<file path="config.mk">
export PLATFORM = sky130hd
export DESIGN_NAME = punc_core_seq_flat
export DESIGN_NICKNAME = d
export VERILOG_FILES = /design/src/rtl/punc_core_seq_if.sv /design/src/rtl/punc_core_seq.sv /design/src/flat_wrapper.sv
export SDC_FILE = /design/constraint.sdc
export NUM_CORES = 1
export LEC_CHECK = 0
export CORE_MARGIN = 2
export CORE_UTILIZATION = 37
export DETAILED_ROUTE_END_ITERATION = 10
export GPL_TIMING_DRIVEN = 0
export PLACE_DENSITY = 0.58
export SLEW_MARGIN = 20
export SYNTH_ARGS = -nofsm -noshare
export SYNTH_HDL_FRONTEND = slang
export SYNTH_SLANG_ARGS = --single-unit
</file>
<file path="constraint.sdc">
create_clock -name clk -period 11 [get_ports clk]
set_input_delay 2.2 -clock clk [delete_from_list [all_inputs] [get_ports clk]]
set_output_delay 2.2 -clock clk [all_outputs]
set_load 0.05 [all_outputs]
</file>
<file path="src/rtl/punc_core_seq_if.sv">
// rtl/punc_core_seq_if.sv - memory request/acknowledge bus of the punc_core_seq sequencer
interface punc_core_seq_if #(
   parameter int ADDR_W = 16
);
   logic              mem_req;
   logic              mem_we;
   logic [ADDR_W-1:0] mem_addr;
   logic [15:0]       mem_wdata;
   logic              mem_ack;
   logic [15:0]       mem_rdata;

   modport master (
      output mem_req, mem_we, mem_addr, mem_wdata,
      input  mem_ack, mem_rdata
   );

   modport slave (
      input  mem_req, mem_we, mem_addr, mem_wdata,
      output mem_ack, mem_rdata
   );
endinterface

</file>
<file path="src/rtl/punc_core_seq.sv">
// rtl/punc_core_seq.sv - multi-cycle LC3-subset core: FETCH/DECODE/EXEC/MEM/WB/HALT sequencer
module punc_core_seq #(
   parameter int          ADDR_W   = 16,
   parameter logic [15:0] RESET_PC = 16'h3000,
   parameter int          NUM_REGS = 8
) (
   input  logic               clk,
   input  logic               rst,
   punc_core_seq_if.master    mem,
   input  logic [2:0]         rf_debug_addr,
   output logic [15:0]        rf_debug_data,
   output logic [15:0]        pc_debug_data,
   output logic [2:0]         nzp,
   output logic               halted
);
   if (NUM_REGS != 8) begin : g_bad_num_regs
      $error("punc_core_seq: NUM_REGS must be 8");
   end
   if (ADDR_W < 1 || ADDR_W > 16) begin : g_bad_addr_w
      $error("punc_core_seq: ADDR_W must be 1..16");
   end

   typedef enum logic [2:0] {
      S_FETCH, S_DECODE, S_EXEC, S_MEM, S_WB, S_HALT
   } state_t;

   localparam logic [3:0] OP_BR   = 4'h0;
   localparam logic [3:0] OP_ADD  = 4'h1;
   localparam logic [3:0] OP_LD   = 4'h2;
   localparam logic [3:0] OP_ST   = 4'h3;
   localparam logic [3:0] OP_AND  = 4'h5;
   localparam logic [3:0] OP_NOT  = 4'h9;
   localparam logic [3:0] OP_JMP  = 4'hC;
   localparam logic [3:0] OP_LEA  = 4'hE;
   localparam logic [3:0] OP_HALT = 4'hF;

   state_t            state_q, state_d;
   logic [ADDR_W-1:0] pc_q, pc_d;
   logic [15:0]       ir_q, ir_d;
   logic [15:0]       rf_q [NUM_REGS];
   logic [2:0]        nzp_q, nzp_d;
   logic [15:0]       a_q, a_d;
   logic [15:0]       b_q, b_d;
   logic [ADDR_W-1:0] ea_q, ea_d;
   logic [15:0]       mdr_q, mdr_d;
   logic              req_q, req_d;
   logic              we_q, we_d;
   logic [ADDR_W-1:0] addr_q, addr_d;
   logic [15:0]       wdata_q, wdata_d;

   logic              rf_we;
   logic [15:0]       rf_wdata;
   logic [3:0]        opcode;
   logic [15:0]       imm5_sx, off9_sx, pc_off9;
   logic              mem_done;

   function automatic logic [2:0] nzp_of(input logic [15:0] v);
      if (v[15])
         return 3'b100;
      else if (v == 16'h0000)
         return 3'b010;
      return 3'b001;
   endfunction

   assign opcode   = ir_q[15:12];
   assign imm5_sx  = {{11{ir_q[4]}}, ir_q[4:0]};
   assign off9_sx  = {{7{ir_q[8]}}, ir_q[8:0]};
   assign pc_off9  = 16'(pc_q) + off9_sx;
   // An ack only counts against an outstanding request
   assign mem_done = req_q && mem.mem_ack;

   always_comb begin
      state_d  = state_q;
      pc_d     = pc_q;
      ir_d     = ir_q;
      nzp_d    = nzp_q;
      a_d      = a_q;
      b_d      = b_q;
      ea_d     = ea_q;
      mdr_d    = mdr_q;
      wdata_d  = wdata_q;
      rf_we    = 1'b0;
      rf_wdata = 16'h0000;
      case (state_q)
         S_FETCH: begin
            if (mem_done) begin
               ir_d    = mem.mem_rdata;
               pc_d    = pc_q + ADDR_W'(1);
               state_d = S_DECODE;
            end
         end
         S_DECODE: begin
            a_d     = rf_q[ir_q[8:6]];
            b_d     = ir_q[5] ? imm5_sx : rf_q[ir_q[2:0]];
            state_d = S_EXEC;
         end
         S_EXEC: begin
            state_d = S_FETCH;
            case (opcode)
               OP_ADD: begin
                  rf_we    = 1'b1;
                  rf_wdata = a_q + b_q;
                  nzp_d    = nzp_of(a_q + b_q);
               end
               OP_AND: begin
                  rf_we    = 1'b1;
                  rf_wdata = a_q & b_q;
                  nzp_d    = nzp_of(a_q & b_q);
               end
               OP_NOT: begin
                  rf_we    = 1'b1;
                  rf_wdata = ~a_q;
                  nzp_d    = nzp_of(~a_q);
               end
               OP_LEA: begin
                  rf_we    = 1'b1;
                  rf_wdata = pc_off9;
               end
               OP_BR: begin
                  if ((ir_q[11:9] & nzp_q) != 3'b000)
                     pc_d = ADDR_W'(pc_off9);
               end
               OP_JMP: pc_d = ADDR_W'(a_q);
               OP_LD, OP_ST: begin
                  ea_d    = ADDR_W'(pc_off9);
                  wdata_d = rf_q[ir_q[11:9]];
                  state_d = S_MEM;
               end
               OP_HALT: state_d = S_HALT;
               default: ;
            endcase
         end
         S_MEM: begin
            if (mem_done) begin
               if (opcode == OP_LD) begin
                  mdr_d   = mem.mem_rdata;
                  state_d = S_WB;
               end else begin
                  state_d = S_FETCH;
               end
            end
         end
         S_WB: begin
            rf_we    = 1'b1;
            rf_wdata = mdr_q;
            nzp_d    = nzp_of(mdr_q);
            state_d  = S_FETCH;
         end
         S_HALT:  ;
         default: state_d = S_FETCH;
      endcase
   end

   // Bus outputs are registered from the next state so a request starts the cycle the state is entered
   always_comb begin
      req_d  = (state_d == S_FETCH) || (state_d == S_MEM);
      we_d   = (state_d == S_MEM) && (opcode == OP_ST);
      addr_d = (state_d == S_MEM) ? ea_d : pc_d;
   end

   always_ff @(posedge clk or posedge rst) begin
      if (rst) begin
         state_q <= S_FETCH;
         pc_q    <= ADDR_W'(RESET_PC);
         ir_q    <= 16'h0000;
         nzp_q   <= 3'b010;
         a_q     <= 16'h0000;
         b_q     <= 16'h0000;
         ea_q    <= '0;
         mdr_q   <= 16'h0000;
         req_q   <= 1'b0;
         we_q    <= 1'b0;
         addr_q  <= '0;
         wdata_q <= 16'h0000;
         for (int i = 0; i < NUM_REGS; i++)
            rf_q[i] <= 16'h0000;
      end else begin
         state_q <= state_d;
         pc_q    <= pc_d;
         ir_q    <= ir_d;
         nzp_q   <= nzp_d;
         a_q     <= a_d;
         b_q     <= b_d;
         ea_q    <= ea_d;
         mdr_q   <= mdr_d;
         req_q   <= req_d;
         we_q    <= we_d;
         addr_q  <= addr_d;
         wdata_q <= wdata_d;
         if (rf_we)
            rf_q[ir_q[11:9]] <= rf_wdata;
      end
   end

   assign mem.mem_req   = req_q;
   assign mem.mem_we    = we_q;
   assign mem.mem_addr  = addr_q;
   assign mem.mem_wdata = wdata_q;

   assign rf_debug_data = rf_q[rf_debug_addr];
   assign pc_debug_data = 16'(pc_q);
   assign nzp           = nzp_q;
   assign halted        = (state_q == S_HALT);
endmodule

</file>
<file path="src/flat_wrapper.sv">
// flat-port wrapper written by rule: the top's interface ports become plain ports
module punc_core_seq_flat 
#(
   parameter int          ADDR_W   = 16,
   parameter logic [15:0] RESET_PC = 16'h3000,
   parameter int          NUM_REGS = 8
)
  (clk, rst, rf_debug_addr, rf_debug_data, pc_debug_data, nzp, halted, mem_mem_req, mem_mem_we, mem_mem_addr, mem_mem_wdata, mem_mem_ack, mem_mem_rdata);
  punc_core_seq_if #(.ADDR_W(ADDR_W)) mem_i ();
  input  logic clk;
  input  logic rst;
  input  logic [2:0] rf_debug_addr;
  output logic [15:0] rf_debug_data;
  output logic [15:0] pc_debug_data;
  output logic [2:0] nzp;
  output logic halted;
  output wire logic [$bits(mem_i.mem_req)-1:0] mem_mem_req;
  output wire logic [$bits(mem_i.mem_we)-1:0] mem_mem_we;
  output wire logic [$bits(mem_i.mem_addr)-1:0] mem_mem_addr;
  output wire logic [$bits(mem_i.mem_wdata)-1:0] mem_mem_wdata;
  input wire logic [$bits(mem_i.mem_ack)-1:0] mem_mem_ack;
  input wire logic [$bits(mem_i.mem_rdata)-1:0] mem_mem_rdata;
  assign mem_mem_req = mem_i.mem_req;
  assign mem_mem_we = mem_i.mem_we;
  assign mem_mem_addr = mem_i.mem_addr;
  assign mem_mem_wdata = mem_i.mem_wdata;
  assign mem_i.mem_ack = mem_mem_ack;
  assign mem_i.mem_rdata = mem_mem_rdata;
  punc_core_seq #(.ADDR_W(ADDR_W), .RESET_PC(RESET_PC), .NUM_REGS(NUM_REGS)) u_core (.clk(clk), .rst(rst), .mem(mem_i), .rf_debug_addr(rf_debug_addr), .rf_debug_data(rf_debug_data), .pc_debug_data(pc_debug_data), .nzp(nzp), .halted(halted));
endmodule
</file>
==> results by group <==
Outcome
  • Run status: finished, final reports clean

Route
  • WL met2: 29.6 mm
  • Total routed wirelength: 64.4 mm
  • Avg WL per Cell: 27.7 um
  • Pre-antenna DRT Iters: 6
  • Vias: 14,700
  • Post-route ant nets: 0
  • Met1 wire length: 25.4 mm
  • DRC: 0
  • Met3 wire length: 6.13 mm
  • Initial DRC Count: 1,545
  • Via density: 6.30
  • Top sig layer: met5

Timing
  • Worst-Margin Slew: 1.24 ns
  • Setup_tns: 0 ns
  • Final hold viol count: 0
  • Worst Skew: 0.0157 ns
  • RSZ-0062 raised after global routing: false
  • Fmax: 125 MHz
  • Max_slew headroom: 0.171
  • Setup violators final: 0
  • Slew Viols, Final: 0
  • Period Utilization, post-route: 0.727
  • Fin crit period: 8.00 ns

Worst setup path
  • CP Class: in -> out
  • Startpoint Class: input port
  • Arrival time of the worst setup path: 5.80 ns
  • Reg2reg start: u_core.pc_debug_data[0]
  • CP Data Required Time: 8.80 ns
  • Crit path from: rf_debug_addr[0]
  • Crit Path Max Fanout: 10
  • Critical Path End Type: output pin

Synth
  • Most frequent cells after synthesis: 261 x dfrtp_1, 197 x nand2_1, 124 x o21ai_0
  • Syn_area_per_cell: 10.5 um2
  • Post-synth EDFFs: 0
  • Most frequent cell after synthesis: dfrtp_1
  • Yosys reg bits: 264
  • Area leader, netlist: dfrtp_1
  • Asr flop ratio synth: 1.00
  • Cell Area, Synth: 0.0166 mm2
  • Yosys warnings: 0
  • Net Count, Synth: 1,640
  • Synth area leaders: dfrtp_1 39%, mux4_2 13%, mux2_2 7.2%
  • Top FF cell, synth: dfrtp_1
  • Gate Count Post-Synth: 1,584
  • Seq/Total Area, Yosys: 0.397
  • Share of the synthesized area in the top cell type: 0.393
  • Post-synth cell types: 82

Power and ir drop
  • PwrDens: 309 mW/mm2
  • Tot Pwr: 6.01 mW
  • Worst VDD drop: 182 uV
  • LEAKAGE: 8.26 nW

Job
  • MaxCap Viol Count: 0

Floorplanning
  • Ports: 92
  • Rows: 77
  • Die width: 216 um
  • Die height: 216 um
  • Die footprint: 0.0467 mm2
  • Area of the core: 0.0443 mm2
  • Initial core utilization: 0.375

Final layout
  • Multi-input logic area: 0.00956 mm2
  • Ant diodes: 0
  • Sequential cell area: 0.00661 mm2
  • Fill count: 4,275
  • Post-route core utilization: 0.439
  • Nets: 1,767
  • Layout cells sized above 1: 0.186
  • P&R area growth vs syn: 16.9%

Global routing
  • Total gr overflow: 0
  • Number of global-route vias before repair: 14,400
  • Initial antenna violation count: 1
  • GRT Total Usage: 0.275
  • First-pass GRT wire length: 95.6 mm
  • Pin count of the biggest net entering global routing: 103

Hold path
  • Min-delay worst type: reg -> reg
  • Worst Hold Launch: u_core.ea_q[12]

CTS
  • # H-tree levels: 1
  • Clk_lat worst skew: 0.61 ns
  • Clk slew on worst S/H paths: 0.06 ns
  • Clock tree root driver cell: clkbuf_16
  • CTS Buffer Depth: 3
  • Clock sink total: 264
  • TritonCTS Buffers: 31
  • CTS tree: yes
  • CTS Hold Bufs: 0
  • Post_cts resized: 0
  • Number of setup buffers added after CTS: 0

Placed design
  • Routability cong.: 0.947
  • I/O Buffers: 88
  • Post-DP HPWL: 47.2 mm
==> through the flow <==
stage	setup WS, ns	hold slack [ns]	cell area (um2)	std cells
global route	2.96	0.501	19500	2326
CTS	3.06	0.469	19400	2326
floorplan	1.54	0.436	16600	1584
detailed placement	3.09	0.454	18400	2270
finish	3.00	0.472	19500	2326
global placement	-1.88	0.452	18300	2264
==> registers in the layout, indices dropped and copies added (netlist names) <==
name                  cells
u_core.nzp                3
u_core.ea_q              16
u_core.pc_debug_data     16
u_core.ir_q              16
u_core.mdr_q             16
u_core.a_q               16
u_core.mem.mem_req        1
u_core.mem.mem_we         1
u_core.state_q            3
u_core.mem.mem_wdata     16
u_core.rf_q             128
u_core.mem.mem_addr      16
u_core.b_q               16
==> cell families (layout without fill, tap and decap cells) <==
kind of cell | Yosys count | count (layout) | synth area share
buf+inv | 119 | 269 | 0.0286
simple gates | 443 | 443 | 0.119
flops | 264 | 264 | 0.397
fa+ha+maj | 34 | 34 | 0.0265
mux | 296 | 296 | 0.260
xor+xnor | 20 | 20 | 0.0105
compound gates | 408 | 408 | 0.157
==> power breakdown <==
group,switching (mW),internal [mW]
combinational,2.08,1.20
clock,0.449,0.655
sequential,0.382,1.25
==> layout by cell type (no fill, tap or decap), types with 6 or more instances in the layout <==
master | netlist | layout
a211oi_1 | 17 | 17
a21o_1 | 14 | 14
a21oi_1 | 71 | 71
a22oi_1 | 15 | 15
a31oi_1 | 15 | 15
and3_1 | 11 | 11
buf_1 | 14 | 11
buf_2 | 23 | 25
clkbuf_1 | 73 | 76
clkbuf_16 | 0 | 31
clkbuf_8 | 0 | 6
clkdlybuf4s50_1 | 0 | 88
dfrtp_1 | 261 | 261
ha_1 | 32 | 32
inv_1 | 9 | 8
mux2_1 | 6 | 6
mux2_2 | 107 | 107
mux2i_1 | 85 | 85
mux4_2 | 98 | 98
nand2_1 | 197 | 197
nand2b_1 | 8 | 8
nand3_1 | 22 | 22
nand4_1 | 11 | 11
nor2_1 | 123 | 123
nor3_1 | 11 | 11
nor3b_1 | 6 | 6
nor4_1 | 12 | 12
o211ai_1 | 10 | 10
o21a_1 | 8 | 8
o21ai_0 | 124 | 124
o21ai_1 | 22 | 22
o22ai_1 | 39 | 39
or2_2 | 6 | 6
xor2_1 | 15 | 15
==> cell type report <==
| class | instances | area share |
|---|---|---|
| Multi-Input combinational cell | 1201 | 0.491 |
| Sequential cell | 264 | 0.340 |
| Clock inverter | 16 | 0.0112 |
| Tap cell | 592 | 0.0381 |
| Inverter | 9 | 0.00212 |
| Buffer | 110 | 0.0229 |
| Timing Repair Buffer | 94 | 0.0499 |
| Clock buffer | 40 | 0.0447 |
==> worst max-delay path, cell delays in order <==
cell,delay [ns]
clkbuf_1,0.51
buf_1,0.88
clkbuf_1,0.73
mux4_2,0.43
mux2_2,0.32
clkdlybuf4s50_1,0.72
==> worst paths after layout <==
check	depth (start not counted)	end	slack, ns
max in group asynchronous	4	u_core.rf_q[66]	7.65
hold / removal	2	u_core.ea_q[12]	0.47
setup reg to reg	10	u_core.rf_q[124]	6.98
hold reg to reg	2	u_core.ea_q[12]	0.47
setup / recovery	6	rf_debug_data[8]	3.00
min in group asynchronous	2	u_core.mdr_q[11]	2.05
==> routing by layer <==
metal  track usage  up-vias
met3        0.0529      206
met1         0.363     7309
li1              -     6268
met5             0        -
met2         0.439      870
met4         0.123        2
Note: power is estimated with default switching activity, not from simulation.
